===== config.mk =====
export PLATFORM = sky130hd
export DESIGN_NAME = fetch_stage_dslot
export DESIGN_NICKNAME = d
export VERILOG_FILES = /design/src/rtl/fetch_stage_dslot_pkg.sv /design/src/rtl/fetch_stage_dslot_pc_npc_pair.sv /design/src/rtl/fetch_stage_dslot.sv
export SDC_FILE = /design/constraint.sdc
export NUM_CORES = 1
export LEC_CHECK = 0
export ABC_CLOCK_PERIOD_IN_PS = 2380
export CORE_ASPECT_RATIO = 0.5
export CORE_MARGIN = 2
export CORE_UTILIZATION = 40
export DETAILED_ROUTE_END_ITERATION = 6
export HOLD_SLACK_MARGIN = 0.1
export MAX_ROUTING_LAYER = met4
export PLACE_DENSITY = 0.88
export SYNTH_ARGS = -nofsm -noshare
export SYNTH_HDL_FRONTEND = slang
export SYNTH_SLANG_ARGS = --single-unit

===== constraint.sdc =====
create_clock -name Clk -period 2.38 [get_ports Clk]
set_input_delay 0.476 -clock Clk [delete_from_list [all_inputs] [get_ports Clk]]
set_output_delay 0.476 -clock Clk [all_outputs]
set_load 0.02 [all_outputs]

===== src/rtl/fetch_stage_dslot_pkg.sv =====
// Shared fetch-stage constants and the decode-to-fetch control bundle.
// The hazard unit reuses the same bundle.
package fetch_stage_dslot_pkg;

   localparam int unsigned FETCH_INC_DEF = 4;
   localparam logic [31:0] FETCH_NOP_DEF = 32'h0100_0000;   // sethi 0,%g0
   localparam int unsigned FETCH_TGT_W   = 32;               // widest supported ADDR_W

   typedef struct packed {
      logic                   br_taken;
      logic                   squash_slot;
      logic [FETCH_TGT_W-1:0] br_target;
   } fetch_ctl_t;

endpackage


===== src/rtl/fetch_stage_dslot_pc_npc_pair.sv =====
// PC/nPC register pair with +INC adder and delayed-branch redirect.
// A redirect loads the target into pc, so the slot already at pc is still fetched.
module pc_npc_pair
   import fetch_stage_dslot_pkg::*;
#(
   parameter int unsigned       ADDR_W   = 8,
   parameter logic [ADDR_W-1:0] RESET_PC = '0,
   parameter int unsigned       INC      = FETCH_INC_DEF
) (
   input  logic              clk_i,
   input  logic              rst_i,
   input  logic              le_i,
   input  fetch_ctl_t        ctl_i,
   output logic [ADDR_W-1:0] pc_o,
   output logic [ADDR_W-1:0] npc_o
);

   logic [ADDR_W-1:0] pc_q, pc_d;
   logic [ADDR_W-1:0] npc_q, npc_d;
   logic [ADDR_W-1:0] base;
   logic              unused_ctl;

   // Upper target bits and the squash flag do not affect the PC pair.
   assign unused_ctl = ^{ctl_i.squash_slot, ctl_i.br_target};

   always_comb begin
      pc_d  = pc_q;
      npc_d = npc_q;
      base  = ctl_i.br_taken ? ctl_i.br_target[ADDR_W-1:0] : npc_q;
      if (le_i) begin
         pc_d  = base;
         npc_d = base + ADDR_W'(INC);
      end
   end

   always_ff @(posedge clk_i) begin
      if (rst_i) begin
         pc_q  <= RESET_PC;
         npc_q <= RESET_PC + ADDR_W'(INC);
      end else begin
         pc_q  <= pc_d;
         npc_q <= npc_d;
      end
   end

   assign pc_o  = pc_q;
   assign npc_o = npc_q;

endmodule


===== src/rtl/fetch_stage_dslot.sv =====
// Instruction-fetch front end: PC/nPC pair plus IF/ID register with
// delay-slot annulment.
module fetch_stage_dslot
   import fetch_stage_dslot_pkg::*;
#(
   parameter int unsigned        ADDR_W   = 8,
   parameter int unsigned        INSTR_W  = 32,
   parameter logic [ADDR_W-1:0]  RESET_PC = '0,
   parameter int unsigned        INC      = FETCH_INC_DEF,
   parameter logic [INSTR_W-1:0] NOP_WORD = INSTR_W'(FETCH_NOP_DEF)
) (
   input  logic               Clk,
   input  logic               R,
   input  logic               LE,
   output logic [ADDR_W-1:0]  imem_addr,
   input  logic [INSTR_W-1:0] imem_data,
   input  logic               br_taken,
   input  logic [ADDR_W-1:0]  br_target,
   input  logic               squash_slot,
   output logic [ADDR_W-1:0]  pc,
   output logic [ADDR_W-1:0]  npc,
   output logic [INSTR_W-1:0] if_id_instr,
   output logic [ADDR_W-1:0]  if_id_pc,
   output logic               if_id_valid
);

   fetch_ctl_t         ctl;
   logic [ADDR_W-1:0]  pc_w;
   logic [INSTR_W-1:0] instr_q, instr_d;
   logic [ADDR_W-1:0]  ifpc_q, ifpc_d;
   logic               valid_q, valid_d;

   assign ctl = '{br_taken:    br_taken,
                  squash_slot: squash_slot,
                  br_target:   FETCH_TGT_W'(br_target)};

   pc_npc_pair #(
      .ADDR_W   (ADDR_W),
      .RESET_PC (RESET_PC),
      .INC      (INC)
   ) u_pc_npc (
      .clk_i (Clk),
      .rst_i (R),
      .le_i  (LE),
      .ctl_i (ctl),
      .pc_o  (pc_w),
      .npc_o (npc)
   );

   always_comb begin
      instr_d = instr_q;
      ifpc_d  = ifpc_q;
      valid_d = valid_q;
      if (LE) begin
         instr_d = squash_slot ? NOP_WORD : imem_data;
         ifpc_d  = pc_w;
         valid_d = ~squash_slot;
      end
   end

   always_ff @(posedge Clk) begin
      if (R) begin
         instr_q <= NOP_WORD;
         ifpc_q  <= RESET_PC;
         valid_q <= 1'b0;
      end else begin
         instr_q <= instr_d;
         ifpc_q  <= ifpc_d;
         valid_q <= valid_d;
      end
   end

   assign pc          = pc_w;
   assign imem_addr   = pc_w;
   assign if_id_instr = instr_q;
   assign if_id_pc    = ifpc_q;
   assign if_id_valid = valid_q;

endmodule

* Word level (Yosys, flattened, before mapping)
Cells that the tools add are included.
** Operators by class
- Multiplexer cells :: 2
- Add/subtract/negate cells :: 1
- Bitwise gates (word level) :: 1
** Operators by type and width (number)
- 32-bit two-way mux :: 1
- 8-bit by 3-bit adder with 8-bit output, second input constant :: 1
- 8-bit two-way mux :: 1
- 1-bit inverter :: 1
** Storage, ports and cells
- Register bits after elaboration :: 57
- Logic and storage cells :: 9
- Input bits :: 45

* Longest topological paths before layout
- Word-level depth :: 2
- Depth in mapped cells :: 6
- Gate-level depth less buffers :: 5

* Hierarchy
Synthesis repeated with hierarchy kept, for this count alone.
** Second synthesis, totals
- Cells, all modules :: 269
- Area total of the unflattened synthesis :: 2501.1 µm²
** By module, submodules not included
- fetch_stage_dslot :: area each 1719.1 µm², instances 1, cells an instance 180
- pc_npc_pair :: area each 782.0 µm², instances 1, cells an instance 89

* Worst setup path before layout
No wires, ideal clock.
- Path kind :: input to register
- Start point :: in br_taken
- End point :: reg u_pc_npc.npc_q[4], in the netlist u_pc_npc.npc_o[4]
- Slack :: 0.687 ns
- Arrival :: 1.564 ns
- Path buffers :: 1
- Stages :: 6
- Data required time :: 2.251 ns
- Cells stage by stage :: buf_6 mux2_2 ha_1 xor2_1 a22oi_1 o31ai_1
** On the way
- Word-level cells in the longest chain between the ends :: 2
** RTL lines
- start: declaration :: line fetch_stage_dslot.sv:17 : input logic br_taken,
- 8-bit two-way mux :: line fetch_stage_dslot_pc_npc_pair.sv:29 : base = ctl_i.br_taken ? ctl_i.br_target[ADDR_W-1:0] : npc_q;
- net u_pc_npc.base[3] :: line fetch_stage_dslot_pc_npc_pair.sv:20 : logic [ADDR_W-1:0] base;
- 8-bit by 3-bit adder with 8-bit output :: line fetch_stage_dslot_pc_npc_pair.sv:32 : npc_d = base + ADDR_W'(INC);
- end signal: assignment :: line fetch_stage_dslot_pc_npc_pair.sv:39 : npc_q <= RESET_PC + ADDR_W'(INC);
- end signal: assignment :: line fetch_stage_dslot_pc_npc_pair.sv:42 : npc_q <= npc_d;
- end: declaration :: line fetch_stage_dslot_pc_npc_pair.sv:19 : logic [ADDR_W-1:0] npc_q, npc_d;
The timed path passes the listed nets, and every way through them passes these cells.
A chain may end at the register's enable or synchronous reset.

* Final worst setup path
Same ends and word-level chain as after synthesis.

==> key figures <==
Placement
  – Gp weighted congestion: 0.743
  – Dpl ws: 89.8 ps
  – HPWL after detailed placement: 4360 um
  – I/O Buffers: 109

Clock network
  – Reg clk slew, reported paths: 100 ps
  – Setup Buffers After CTS: 0
  – Clk_lat worst skew: 310 ps
  – Post-cts resize count: 0
  – CTS Buffer Depth: 2
  – CTS Hold Bufs: 0
  – Root Buffer Master: clkbuf_8
  – Cts bufs inserted: 5
  – Clock tree sinks: 55
  – H-tree depth: 2
  – CTS tree: yes

Timing
  – Slew of the pin with the lowest slew margin: 719 ps
  – Max Fclk: 497 MHz
  – Setup TNS: 0 ps
  – RSZ-0062 raised after global routing: no
  – Max_slew headroom: 52.1%
  – Max-slew violations: 0
  – Tcrit/Tclk final: 84.6%
  – Worst Skew: 4.62 ps
  – # setup viols final: 0
  – Min Tclk post-route: 2010 ps
  – Final setup margin: 366 ps
  – Hold Vio Cnt, Final: 0
  – WHS: 478 ps

Route
  – Via count: 2055
  – Drt wl/cell: 15.2 um
  – Via-per-instance ratio: 5.16
  – DR iter-0 viols: 91
  – Detailed Routing Iterations Pass 1: 4
  – DRC violations left: 0
  – Routed wire length: 6050 um
  – Final ANT Viol Nets: 0

GRT
  – Met1 Use GR: 22.7%
  – Met2 Track Usage GR: 34.1%
  – Pin count of the biggest net entering global routing: 41
  – Initial antenna violation count: 0
  – Global Route met3 Usage: 3.95%
  – Total gr overflow: 0
  – Total global-route track usage: 19.8%
  – Number of global-route vias before repair: 1880
  – First-pass GRT wire length: 9230 um
  – Most Crowded Layer GR: met2

Synthesis
  – Mux contribution to synthesized area: 7.39%
  – Yosys top cell by area: dfxtp_1
  – Adder-cell area share of the yosys netlist: 0.569%
  – Post-synth top flop: dfxtp_1
  – Syn Nets: 277
  – Share of the synthesized area in the top cell type: 50.0%
  – Syn Std Cell Area: 0.00220 mm2
  – Post-synthesis compound-gate area fraction: 17.3%
  – Seq/Total Area, Yosys: 50.0%
  – Simple-Gate Fraction of Synth Area: 16.3%
  – Number of synthesized flops with an enable pin: 0
  – Flops & latches, synth: 55
  – Synth warn: 0
  – Synth cell types: 37
  – Post-synthesis xor/xnor area fraction: 0.398%
  – Largest family of logic cells by synthesized area: compound AO/OA/AOI/OAI gates
  – Synth async-reset ratio: 0%
  – Top cells by area, synth: dfxtp_1, a22oi_1, nor2_1
  – Synth Area per Inst: 9.53 um2
  – Cells after Synth: 231

Power and ir drop
  – Pleak: 1.29 nW
  – Worst vdd ir: 0.281 mV
  – Power per cell area: 610 mW/mm2

Layout
  – Antenna Cells: 0
  – Final Net Count: 370
  – Share of post-route cells with drive strength above 1: 6.77%
  – Most common cell after layout, fill and taps aside: clkdlybuf4s50_1
  – Most frequent cells in the layout: clkdlybuf4s50_1, dfxtp_1, nor2_1, a22oi_1, mux2i_1
  – FF/Latch Area: 0.00110 mm2
  – Area grow syn2layout: 53.3%
  – Post-layout util: 62.5%
  – Fill cell count: 429
  – Area of the multi-input gates: 926 um2

Floorplanning
  – Ports: 110
  – Die width: 109 um
  – Die height: 56.5 um
  – Initial Util: 40.8%
  – Total core area: 0.00540 mm2
  – Rows: 19
  – Die ar.: 0.00615 mm2

Setup path
  – Bufs and invs on worst path: 1
  – Req. time, crit path: 2560 ps
  – Worst path cell trace: clkdlybuf4s50_1 > mux2_2 > ha_1 > xor2_1 > a22oi_1 > o31ai_1
  – Crit end category: flop
  – Slowest stage cell, crit path: clkdlybuf4s50_1
  – CP peak stage delay: 560 ps
  – Crit-path leading delay family: buffers and inverters
  – Critical path class: input pin to flop
  – CP Data Arrival Time: 2190 ps
  – CP Max Fanout: 6
  – CP Launch Type: input pin

Hold path
  – Hold Crit Class: flop to flop

Run status
  – Status: complete, no violations

Run
  – Max Cap Violations: 0
-- synth_stat cells (2+ instances only) --
cell type and n:
a21oi_1 5, a211oi_1 5, buf_2 9, nor2b_1 2, nor2_1 48, dfxtp_1 55
nand2_1 5, nand3b_1 3, o21ai_0 2, clkbuf_1 7, a22oi_1 31, inv_1 2
buf_4 11, nand3_1 5, nand4_1 2, mux2_2 2, mux2i_1 14, nand2b_1 3
o21bai_1 2
-- per-stage QoR --
step	total power [mW]	instance area (um2)	std cells
floorplan	1.22	2200	231
global placement	1.41	3250	390
detailed placement	1.42	3250	390
CTS	2.08	3370	398
global route	2.15	3370	398
finish	2.06	3370	398
-- registers in the layout, indices dropped and copies added (netlist names) --
signal,flops
if_id_instr,32
if_id_pc,8
u_pc_npc.npc_o,8
u_pc_npc.pc_o,6
if_id_valid,1
-- final cells by class --
| cell class | instances | share of cell area (%) |
|---|---|---|
| tap | 73 | 2.71 |
| inverter | 3 | 0.334 |
| clock buffer | 6 | 2.45 |
| clock inverter | 2 | 1.15 |
| timing repair buffer | 114 | 33.3 |
| multi-input combinational | 145 | 27.4 |
| sequential | 55 | 32.6 |
-- metal layers --
metal	vias up	part of all wire (%)
met2	53	53
met3	12	3.3
li1	988	-
met5	-	0
met1	1002	41
met4	0	2.1
-- worst reg2reg max path, delay by kind of cell (launching register included) --
kind | cells | cell delay (ps)
muxes | 1 | 310
adders and majority gates | 1 | 290
xor gates and xnor gates | 1 | 190
DFF | 1 | 370
AOI/OAI and AO/OA | 2 | 280
-- path summary, 6_finish.rpt --
| check | start | to | slack, ps | depth (start not counted) |
|---|---|---|---|---|
| worst min register to register | if_id_valid$_SDFFE_PP0P_ | if_id_valid$_SDFFE_PP0P_ | 480 | 2 |
| worst max-delay path | br_taken | u_pc_npc.npc_o[4]$_SDFFE_PP0P_ | 370 | 6 |
| worst max register to register | u_pc_npc.npc_o[2]$_SDFFE_PP1P_ | u_pc_npc.npc_o[4]$_SDFFE_PP0P_ | 810 | 5 |
| worst min-delay path | if_id_valid$_SDFFE_PP0P_ | if_id_valid$_SDFFE_PP0P_ | 480 | 2 |
-- power by group --
part | total (mW) | internal, mW | switching [mW] | leakage (nW)
clock network | 0.658 | 0.347 | 0.312 | 0.0618
logic | 0.401 | 0.208 | 0.193 | 0.775
registers | 1.00 | 0.963 | 0.0369 | 0.450
-- kinds of logic after synthesis --
logic type / after synthesis
AND/OR/NAND/NOR: 75
flip-flops: 55
AO/OA/AOI/OAI: 52
buffers and inverters: 31
multiplexers: 16
XOR/XNOR: 1
adder cells (fa/ha/maj): 1
Note: power is estimated with default switching activity, not from simulation.
